--- src/rtl/inst_type_imm_gen.sv ---
// inst_type_imm_gen: classify an RV64 instruction format and register its sign-extended immediate
module inst_type_imm_gen #(
  parameter int XLEN = 64
) (
  input  logic            clk,
  input  logic            rst,
  input  logic            in_valid,
  input  logic [31:0]     inst,
  output logic            out_valid,
  output logic [2:0]      inst_type,
  output logic [XLEN-1:0] imm
);
  localparam logic [2:0] T_R = 3'd0, T_I = 3'd1, T_S = 3'd2, T_B = 3'd3,
                         T_U = 3'd4, T_J = 3'd5, T_NONE = 3'd7;
  logic [2:0]      type_d, type_q;
  logic [XLEN-1:0] imm_d, imm_q;
  logic            valid_d, valid_q;
  // map the opcode to a format; unlisted opcodes fall to NONE
  always_comb begin
    case (inst[6:0])
      7'b0110011, 7'b0111011: type_d = T_R;
      7'b0010011, 7'b0011011, 7'b0000011, 7'b1100111, 7'b1110011: type_d = T_I;
      7'b0100011: type_d = T_S;
      7'b1100011: type_d = T_B;
      7'b0110111, 7'b0010111: type_d = T_U;
      7'b1101111: type_d = T_J;
      default: type_d = T_NONE;
    endcase
  end
  // reassemble the immediate for the decoded format and pick the next register state
  always_comb begin
    imm_d = type_d == T_I ? {{52{inst[31]}}, inst[31:20]} :
            type_d == T_S ? {{52{inst[31]}}, inst[31:25], inst[11:7]} :
            type_d == T_B ? {{51{inst[31]}}, inst[31], inst[7], inst[30:25], inst[11:8], 1'b0} :
            type_d == T_U ? {{32{inst[31]}}, inst[31:12], 12'b0} :
            type_d == T_J ? {{43{inst[31]}}, inst[31], inst[19:12], inst[20], inst[30:21], 1'b0} :
            '0;
    valid_d = in_valid;
  end
  // single result stage: load on valid, otherwise hold the last result
  always_ff @(posedge clk) begin
    if (rst) begin
      type_q  <= T_NONE;
      imm_q   <= '0;
      valid_q <= 1'b0;
    end else begin
      valid_q <= valid_d;
      if (in_valid) begin
        type_q <= type_d;
        imm_q  <= imm_d;
      end
    end
  end
  assign out_valid = valid_q;
  assign inst_type = type_q;
  assign imm       = imm_q;
endmodule

--- config.mk ---
export PLATFORM = sky130hd
export DESIGN_NAME = inst_type_imm_gen
export DESIGN_NICKNAME = d
export VERILOG_FILES = /design/src/rtl/inst_type_imm_gen.sv
export SDC_FILE = /design/constraint.sdc
export NUM_CORES = 1
export LEC_CHECK = 0
export ABC_CLOCK_PERIOD_IN_PS = 4500
export CORE_MARGIN = 2
export CORE_UTILIZATION = 42
export DETAILED_ROUTE_END_ITERATION = 6
export HOLD_SLACK_MARGIN = 0.03
export PLACE_DENSITY = 0.82
export RECOVER_POWER = 50
export SLEW_MARGIN = 20
export SYNTH_ARGS = -nofsm -noshare
export SYNTH_HDL_FRONTEND = slang
export SYNTH_SLANG_ARGS = --single-unit
export TNS_END_PERCENT = 10
--- constraint.sdc ---
create_clock -name clk -period 4.5 [get_ports clk]
set_input_delay 1.125 -clock clk [delete_from_list [all_inputs] [get_ports clk]]
set_output_delay 1.125 -clock clk [all_outputs]
set_load 0.05 [all_outputs]
==> results.yml, run 1 <==
logic_synthesis:
  synth_ff_type: "dfxtp_1"
  synth_area_sq_mm: 0.001907
  ys_seq_area_frac: 0.3780
  async_flop_share: 0
  syn_nets: 253
  syn-mean-instance-area_sq_um: 8.747
  ys_ff_latch: 36
  synthTopCellsByArea: "dfxtp_1, buf_4, a211oi_2, a221o_1, nor2_1"
  ys_warn_count: 0
  synth_edf_count: 0
  syn_inst: 218
  netlist.area_leader.share: 0.3780
  synth_commonest_cells: "dfxtp_1, buf_4, nor2_1"
  synth_most_common_cell: "dfxtp_1"
  synth_area_leader_cell: "dfxtp_1"
  yosysUniqueCellTypes: 38
die:
  die_h_um: 71.38
  fp.dieW_um: 71.38
  die_area_sq_mm: 0.005095
  start_util: 0.4379
  core_sq_mm: 0.004354
  ios: 103
  num_rows: 24
pwr:
  power.density_mw_per_mm2: 258.1
  cellLeakagePower_nw: 1.063
  vdd_drop_max_mv: 0.1722
  power_mw: 0.7136
timing:
  hold_slack_ns: 0.4753
  slew_headroom: 0.3162
  fin_skew_ns: 0
  drv_slew: 0
  rsz0062_at_grt: "false"
  setup-tns-final_ns: 0
  setup_violations: 0
  fin_crit_ns: 3.381
  max_freq_mhz: 295.8
  tightest_slew_ns: 1.022
  hold_viol: 0
  fin_crit_sh: 0.7513
clock_tree:
  cts_buffer_depth: 2
  cts_tree: "built"
  hold_buffers: 0
  cts_sinks: 36
  ctsHtreeMaxLevel: 2
  cts_made_buffers: 5
  post_cts_resized: 0
  cts_root_buffer: "clkbuf_8"
  post_cts_buffers: 0
  clk_pin_slew_ns: 0.08
  worst_skew_pair.late_latency_ns: 0.28
setup_path:
  cp_data_arrival_time_ns: 3.61
  end_kind: "flop"
  worstPathRequired_ns: 4.73
  critical_path.max_fanout: 20
  crit_type: "in -> reg"
  start_kind: "input pin"
drt:
  wirelength_um: 4791
  first_pass_iters: 4
  antenna_left: 0
  vias: 1757
  wl_per_cell_um: 14.26
  drt-initial-drc-count: 97
  drc: 0
  viasPerCell: 5.229
layout:
  drive_gt1_frac: 0.09155
  fin_nets: 318
  fillerInstances: 383
  utilization: 0.6351
  antenna_cells: 0
  syn_to_final_growth_pct: 45.01
grt:
  grt_usage: 0.1834
  grt_pass1_vias: 1546
  antenna_found_initial: 0
  grt_pass1_wl_um: 7562
  overflow: 0
  grt_start_max_net_pins: 35
worst_hold_path:
  hp-class: "reg -> reg"
run_status:
  status: "completed"
place:
  post-dp-hpwl_um: 3613
  gp_congestion: 0.9143
  numPortBuffers: 102
job:
  max_cap_viol_count: 0
-- registers in the layout (all words and copies together), names as in the netlist --
name       cells
imm           32
inst_type      3
out_valid      1
-- final cells by class --
type / count / area [sq um] / share of cell area
repair buffers: 104 / 1032 / 0.3733
multi-input cells: 130 / 837.1 / 0.3027
flip-flops and latches: 36 / 720.7 / 0.2606
clock buffers: 5 / 68.82 / 0.02489
well taps: 52 / 65.06 / 0.02353
inverters: 6 / 22.52 / 0.008145
clock inverters: 3 / 18.77 / 0.006787
-- logic make-up after synthesis --
group / share of synthesized area
xor gates and xnor gates: 0.004594
AOI/OAI and AO/OA: 0.2559
and+or+nand+nor: 0.1864
buffers and inverters: 0.1752
DFF: 0.3780
-- worst max-delay path, stage by stage --
cell and delay [ns]:
dlygate4sd3_1 0.69, clkbuf_1 0.64, nand2b_1 0.22, inv_1 0.13
nand3_1 0.11, a21oi_1 0.49, a221o_1 0.20
-- where the power goes --
group | internal, mW | switching, mW
clock network | 0.108 | 0.114
logic | 0.0625 | 0.0950
registers | 0.329 | 0.00572
-- per-layer routing --
layer / routed length, um / part of all wire / track usage
met2: 2219 / 0.46 / 0.2840
met5: 0 / 0 / 0
met3: 396 / 0.083 / 0.05063
met1: 2110 / 0.44 / 0.2522
met4: 65 / 0.014 / 0.05031
-- worst paths after layout --
check | from | end | slack, ns | depth (start not counted)
max reg2reg | imm[62] | imm[62] | 3.33 | 2
max | in_valid | imm[19] | 1.12 | 7
min | imm[5] | imm[5] | 0.48 | 1
min reg2reg | imm[5] | imm[5] | 0.48 | 1
-- stage by stage --
stage / setup slack, ns / instances / instance area (sq um)
floorplan: 1.894 / 218 / 1907
global placement: 1.178 / 328 / 2696
detailed placement: 1.130 / 328 / 2696
CTS: 1.165 / 336 / 2784
global route: 0.8738 / 336 / 2765
finish: 1.119 / 336 / 2765
-- cells in the final DEF (no fill, tap or decap), drive strengths merged, types with 3 or more instances in the layout --
cell           count
inv                6
nand2b             3
clkbuf             6
o21bai             3
a211oi            12
a221o              9
nand2             19
dlygate4sd3       38
clkinv             3
nor3              12
dfxtp             36
clkdlybuf4s50     64
nor2              23
o21ai              7
a21oi             12
a22o               6
(Power assumes the default switching activity.)
==> run 2, diff against run 1 <==
ABC_CLOCK_PERIOD_IN_PS = 3400   (was 4500)
CORE_UTILIZATION = 39   (was 42)
PLACE_DENSITY = 0.76   (was 0.82)
clock period = 3.4 ns   (was 4.5 ns; I/O delays follow)
==> run 2 against run 1 <==
  * Final cell count is 5.7% higher
  * Wire length is 1.0% higher
  * Sequential share of layout area is 0.61 points lower
  * Clock skew stayed put
  * First-iteration DRC count is 2.1% higher
  * Clock power is 44% higher
  * Critical path depth is 1 lower
  * Total power is 37% higher
  * Combinational power is 35% higher
  * Global-route usage is 0.54 points lower
  * Design area is 2.4% higher
  * Count of clock-buffer cells in the layout is 2 higher
==> results.yml, run 2 (same netlist as run 1, synthesis figures left out) <==
die:
  num_rows: 25
  die_h_um: 73.93
  die_area_sq_mm: 0.005465
  core_sq_mm: 0.004723
  ios: 103
  start_util: 0.4037
  fp.dieW_um: 73.93
layout:
  most-common-layout-cells: "clkdlybuf4s50_1, dlygate4sd3_1, dfxtp_1, nor2_1, nand2_1"
  fillerInstances: 422
  antenna_cells: 0
  final_common_cell: "clkdlybuf4s50_1"
  multi_input_area_sq_um: 844.6
  utilization: 0.5995
  fin_cells: 355
  fin_nets: 322
  syn_to_final_growth_pct: 48.49
  seq_area_sq_um: 720.7
  largest_reg_flops: 32
  drive_gt1_frac: 0.1042
timing:
  fin_crit_sh: 0.8369
  max_freq_mhz: 351.4
  fin_crit_ns: 2.846
  drv_slew: 0
  tightest_slew_ns: 0.6505
  worst_slack_ns: 0.5544
  slew_headroom: 0.5659
  setup-tns-final_ns: 0
  rsz0062_at_grt: "false"
  setup_violations: 0
  hold_viol: 0
  fin_skew_ns: 0
pwr:
  vdd_drop_max_mv: 0.2448
  power.density_mw_per_mm2: 344.0
  cellLeakagePower_nw: 1.083
drt:
  wl_per_cell_um: 13.64
  vias: 1736
  viasPerCell: 4.890
  antenna_left: 0
  drt-initial-drc-count: 99
  wirelength_um: 4841
  drc: 0
  first_pass_iters: 4
setup_path:
  regToRegSetupSlack_ns: 2.68
  worstPathRequired_ns: 3.62
  rr_worst_depth: 1
  critPathTopFamily: "simple AND/OR/NAND/NOR gates"
  start_kind: "input pin"
  crit_slowest_cell: "dlygate4sd3_1"
  cp-startpoint: "inst[4]"
  end_kind: "flop"
  rr_endpoint: "imm[13]"
  cp_slowest_stage_delay_ns: 0.79
  crit_path_cell_trace: "dlygate4sd3_1 -> nand2b_1 -> or4b_1 -> a21boi_0 -> a21oi_1 -> nor3_2"
  r2r_start: "imm[13]"
  worst-path-buf-inv: 1
  cp_data_arrival_time_ns: 3.06
  critical_path.max_fanout: 13
  crit_type: "in -> reg"
grt:
  grt_pass1_wl_um: 7555
  grt_pass1_vias: 1552
  antenna_found_initial: 0
  overflow: 0
  grt_usage: 0.1780
  grt_start_max_net_pins: 34
place:
  dp_slack_ns: 0.5385
  numPortBuffers: 102
  post-dp-hpwl_um: 3588
  gp_congestion: 0.9012
  dp_cells: 347
clock_tree:
  hold_buffers: 0
  cts_root_buffer: "clkbuf_8"
  worst_skew_pair.late_latency_ns: 0.28
  cts_made_buffers: 5
  post_cts_resized: 0
  post_cts_buffers: 0
  ctsHtreeMaxLevel: 2
  clk_pin_slew_ns: 0.07
  cts_buffer_depth: 2
  cts_sinks: 36
  cts_tree: "built"
run_status:
  status: "completed"
worst_hold_path:
  min_to: "imm[62]"
  hp-class: "reg -> reg"
  whs_path_depth: 2
  worstHoldStart: "imm[62]"
job:
  max_cap_viol_count: 0
[run 2: cell types whose count changed in the layout (fill, tap and decap cells not counted), sizes merged]
cell | previous run | this run
clkbuf | 6 | 7
clkinvlp | 0 | 1
buf | 1 | 6
clkinv | 3 | 0
[run 2: through the flow]
stage	instance area, sq um	hold slack [ns]	power (mW)
3_5_place_dp	2745	0.4453	0.6698
2_1_floorplan	1907	0.7001	0.5865
6_report	2831	0.4583	0.9741
4_1_cts	2839	0.4629	0.9840
3_3_place_gp	2745	0.4395	0.6681
5_1_grt	2831	0.4832	1.015
[run 2: worst max-delay path by stage]
stage               to  slack (ns)  cells past startpoint
2_1_floorplan  imm[32]        1.07                      1
3_3_place_gp   imm[30]        0.61                      7
3_5_place_dp   imm[30]        0.54                      7
4_1_cts        imm[37]        0.76                      2
5_1_grt         imm[1]        0.41                      6
6_report        imm[3]        0.55                      6
[run 2: area by class of cell]
| class | instances | area share |
|---|---|---|
| repair buffers | 108 | 0.3765 |
| multi-input cells | 130 | 0.2983 |
| flip-flops and latches | 36 | 0.2545 |
| clock buffers | 7 | 0.03049 |
| well taps | 67 | 0.02961 |
| inverters | 6 | 0.007954 |
| clock inverters | 1 | 0.002651 |
[run 2: power breakdown]
part | switching (mW) | total (mW) | internal [mW]
Clock | 0.155 | 0.320 | 0.165
Combinational | 0.127 | 0.212 | 0.0848
Sequential | 0.00700 | 0.442 | 0.435
Total | 0.290 | 0.974 | 0.684
[run 2: layer usage]
metal	routed length, um	vias to the layer above	share of wire	GRT usage
met3	328	5	0.068	0.03704
met5	0	-	0	0
met1	2190	782	0.45	0.2464
met2	2272	75	0.47	0.2738
li1	-	874	-	-
met4	50	0	0.010	0.06465
==> run 3, diff against run 2 <==
ABC_CLOCK_PERIOD_IN_PS = 2800   (was 3400)
clock period = 2.8 ns   (was 3.4 ns; I/O delays follow)
==> run 3 against run 2 <==
  * Design area down 6.5%
  * First-iteration DRC count down 35%
  * Hold slack worse by 0.0027 ns
  * Highest routed layer unchanged
  * Global-route usage down 0.39 points
  * Via count up 1.8%
==> results.yml, run 3 (same netlist as run 1, synthesis figures left out) <==
drt:
  antenna_left: 0
  first_pass_iters: 4
  wl_per_cell_um: 13.51
  drc: 0
  vias: 1767
  wirelength_um: 4824
  viasPerCell: 4.950
  drt-initial-drc-count: 64
pwr:
  pwr-share-comb: 0.221
  clkPwrFrac: 0.322
  p_seq_frac: 0.457
  cellLeakagePower_nw: 0.9788
  vdd_drop_max_mv: 0.3190
  power.density_mw_per_mm2: 443.2
  switchingPower_mw: 0.3423
  swShare: 0.2916
  intPower_mw: 0.8316
layout:
  drive_gt1_frac: 0.1207
  utilization: 0.5608
  syn_to_final_growth_pct: 38.91
  largest_reg_flops: 32
  fin_nets: 324
  most-common-layout-cells: "clkdlybuf4s50_1, dfxtp_1, clkbuf_1, nor2_1, nand2_1"
  final_common_cell: "clkdlybuf4s50_1"
  antenna_cells: 0
timing:
  hold_viol: 0
  worst_slack_ns: 0.4714
  fin_skew_ns: 0
  rsz0062_at_grt: "false"
  setup_violations: 0
  max_freq_mhz: 429.4
  tightest_slew_ns: 1.017
  setup-tns-final_ns: 0
  slew_headroom: 0.3194
  fin_crit_ns: 2.329
  drv_slew: 0
  fin_crit_sh: 0.8316
job:
  max_cap_viol_count: 0
die:
  num_rows: 25
  start_util: 0.4037
  core_sq_mm: 0.004723
  fp.dieW_um: 73.93
  die_area_sq_mm: 0.005465
  die_h_um: 73.93
  ios: 103
place:
  dp_slack_ns: 0.2684
  numPortBuffers: 102
  post-dp-hpwl_um: 3629
  gp_congestion: 0.9114
clock_tree:
  worst_skew_pair.late_latency_ns: 0.28
  clk_pin_slew_ns: 0.07
  cts_sinks: 36
  cts_tree: "built"
  post_cts_buffers: 0
  ctsHtreeMaxLevel: 2
  cts_made_buffers: 5
  cts_root_buffer: "clkbuf_8"
  hold_buffers: 0
  cts_buffer_depth: 2
  post_cts_resized: 0
setup_path:
  regToRegSetupSlack_ns: 2.07
  cp_data_arrival_time_ns: 2.55
  rr_endpoint: "imm[17]"
  worstPathRequired_ns: 3.02
  start_kind: "input pin"
  critical_path.max_fanout: 10
  r2r_start: "imm[17]"
  rr_worst_depth: 1
  crit_type: "in -> reg"
  end_kind: "flop"
grt:
  grt_usage: 0.1742
  grt_pass1_vias: 1547
  grt_pass1_wl_um: 7389
  antenna_found_initial: 0
  grt_start_max_net_pins: 34
  overflow: 0
worst_hold_path:
  hp-class: "reg -> reg"
  min_to: "imm[62]"
  worstHoldStart: "imm[62]"
  whs_path_depth: 2
run_status:
  status: "completed"
[run 3: changes by cell type in the layout (fill, tap and decap cells not counted), moves of 2 or more]
cell,before,now
clkbuf_1,1,33
dlygate4sd3_1,38,18
clkdlybuf4s50_1,64,51
buf_4,6,8
[run 3: metal layers]
layer	up-vias	track usage	wire, um
li1	877	-	-
met1	808	0.2346	2160
met2	78	0.2808	2250
met3	4	0.04390	374
met4	0	0.04242	38
met5	-	0	0
[run 3: worst max-delay path by stage]
stage	startpoint	endpoint	depth (start not counted)
6_report	inst[6]	imm[19]	6
5_1_grt	inst[6]	imm[16]	6
3_3_place_gp	inst[6]	imm[14]	6
2_1_floorplan	imm[62]	imm[32]	1
3_5_place_dp	inst[6]	imm[17]	6
4_1_cts	inst[6]	imm[17]	6
[run 3: power groups by stage]
| stage | logic, mW | registers [mW] | clock network (mW) |
|---|---|---|---|
| after floorplan | 0.107 | 0.605 | 0 |
| after global placement | 0.263 | 0.549 | 0 |
| after detailed placement | 0.265 | 0.549 | 0 |
| after CTS | 0.266 | 0.537 | 0.388 |
| after global routing | 0.277 | 0.538 | 0.403 |
| final | 0.259 | 0.537 | 0.378 |
[run 3: final cells by class]
class                           count  area [sq um]
Sequential cell                    36         720.7
Inverter                            6         22.52
Fill cell                         467          2074
Tap cell                           67         83.83
Timing Repair Buffer              110         875.8
Clock inverter                      1         7.507
Multi-Input combinational cell    130         852.1
Clock buffer                        7         86.33
[run 3: stage by stage]
stage	cells	hold WS [ns]	cell area (sq um)	power, mW
6_report	357	0.4557	2649	1.174
5_1_grt	357	0.4878	2649	1.219
4_1_cts	357	0.4630	2771	1.191
3_5_place_dp	349	0.4458	2678	0.8140
3_3_place_gp	349	0.4402	2678	0.8121
2_1_floorplan	218	0.7001	1907	0.7122
[run 3: critical path: stages]
cell,delay [ns]
dlygate4sd3_1,0.75
nand2_1,0.20
o22ai_1,0.20
nand3_1,0.16
nor2_2,0.33
a221o_1,0.21
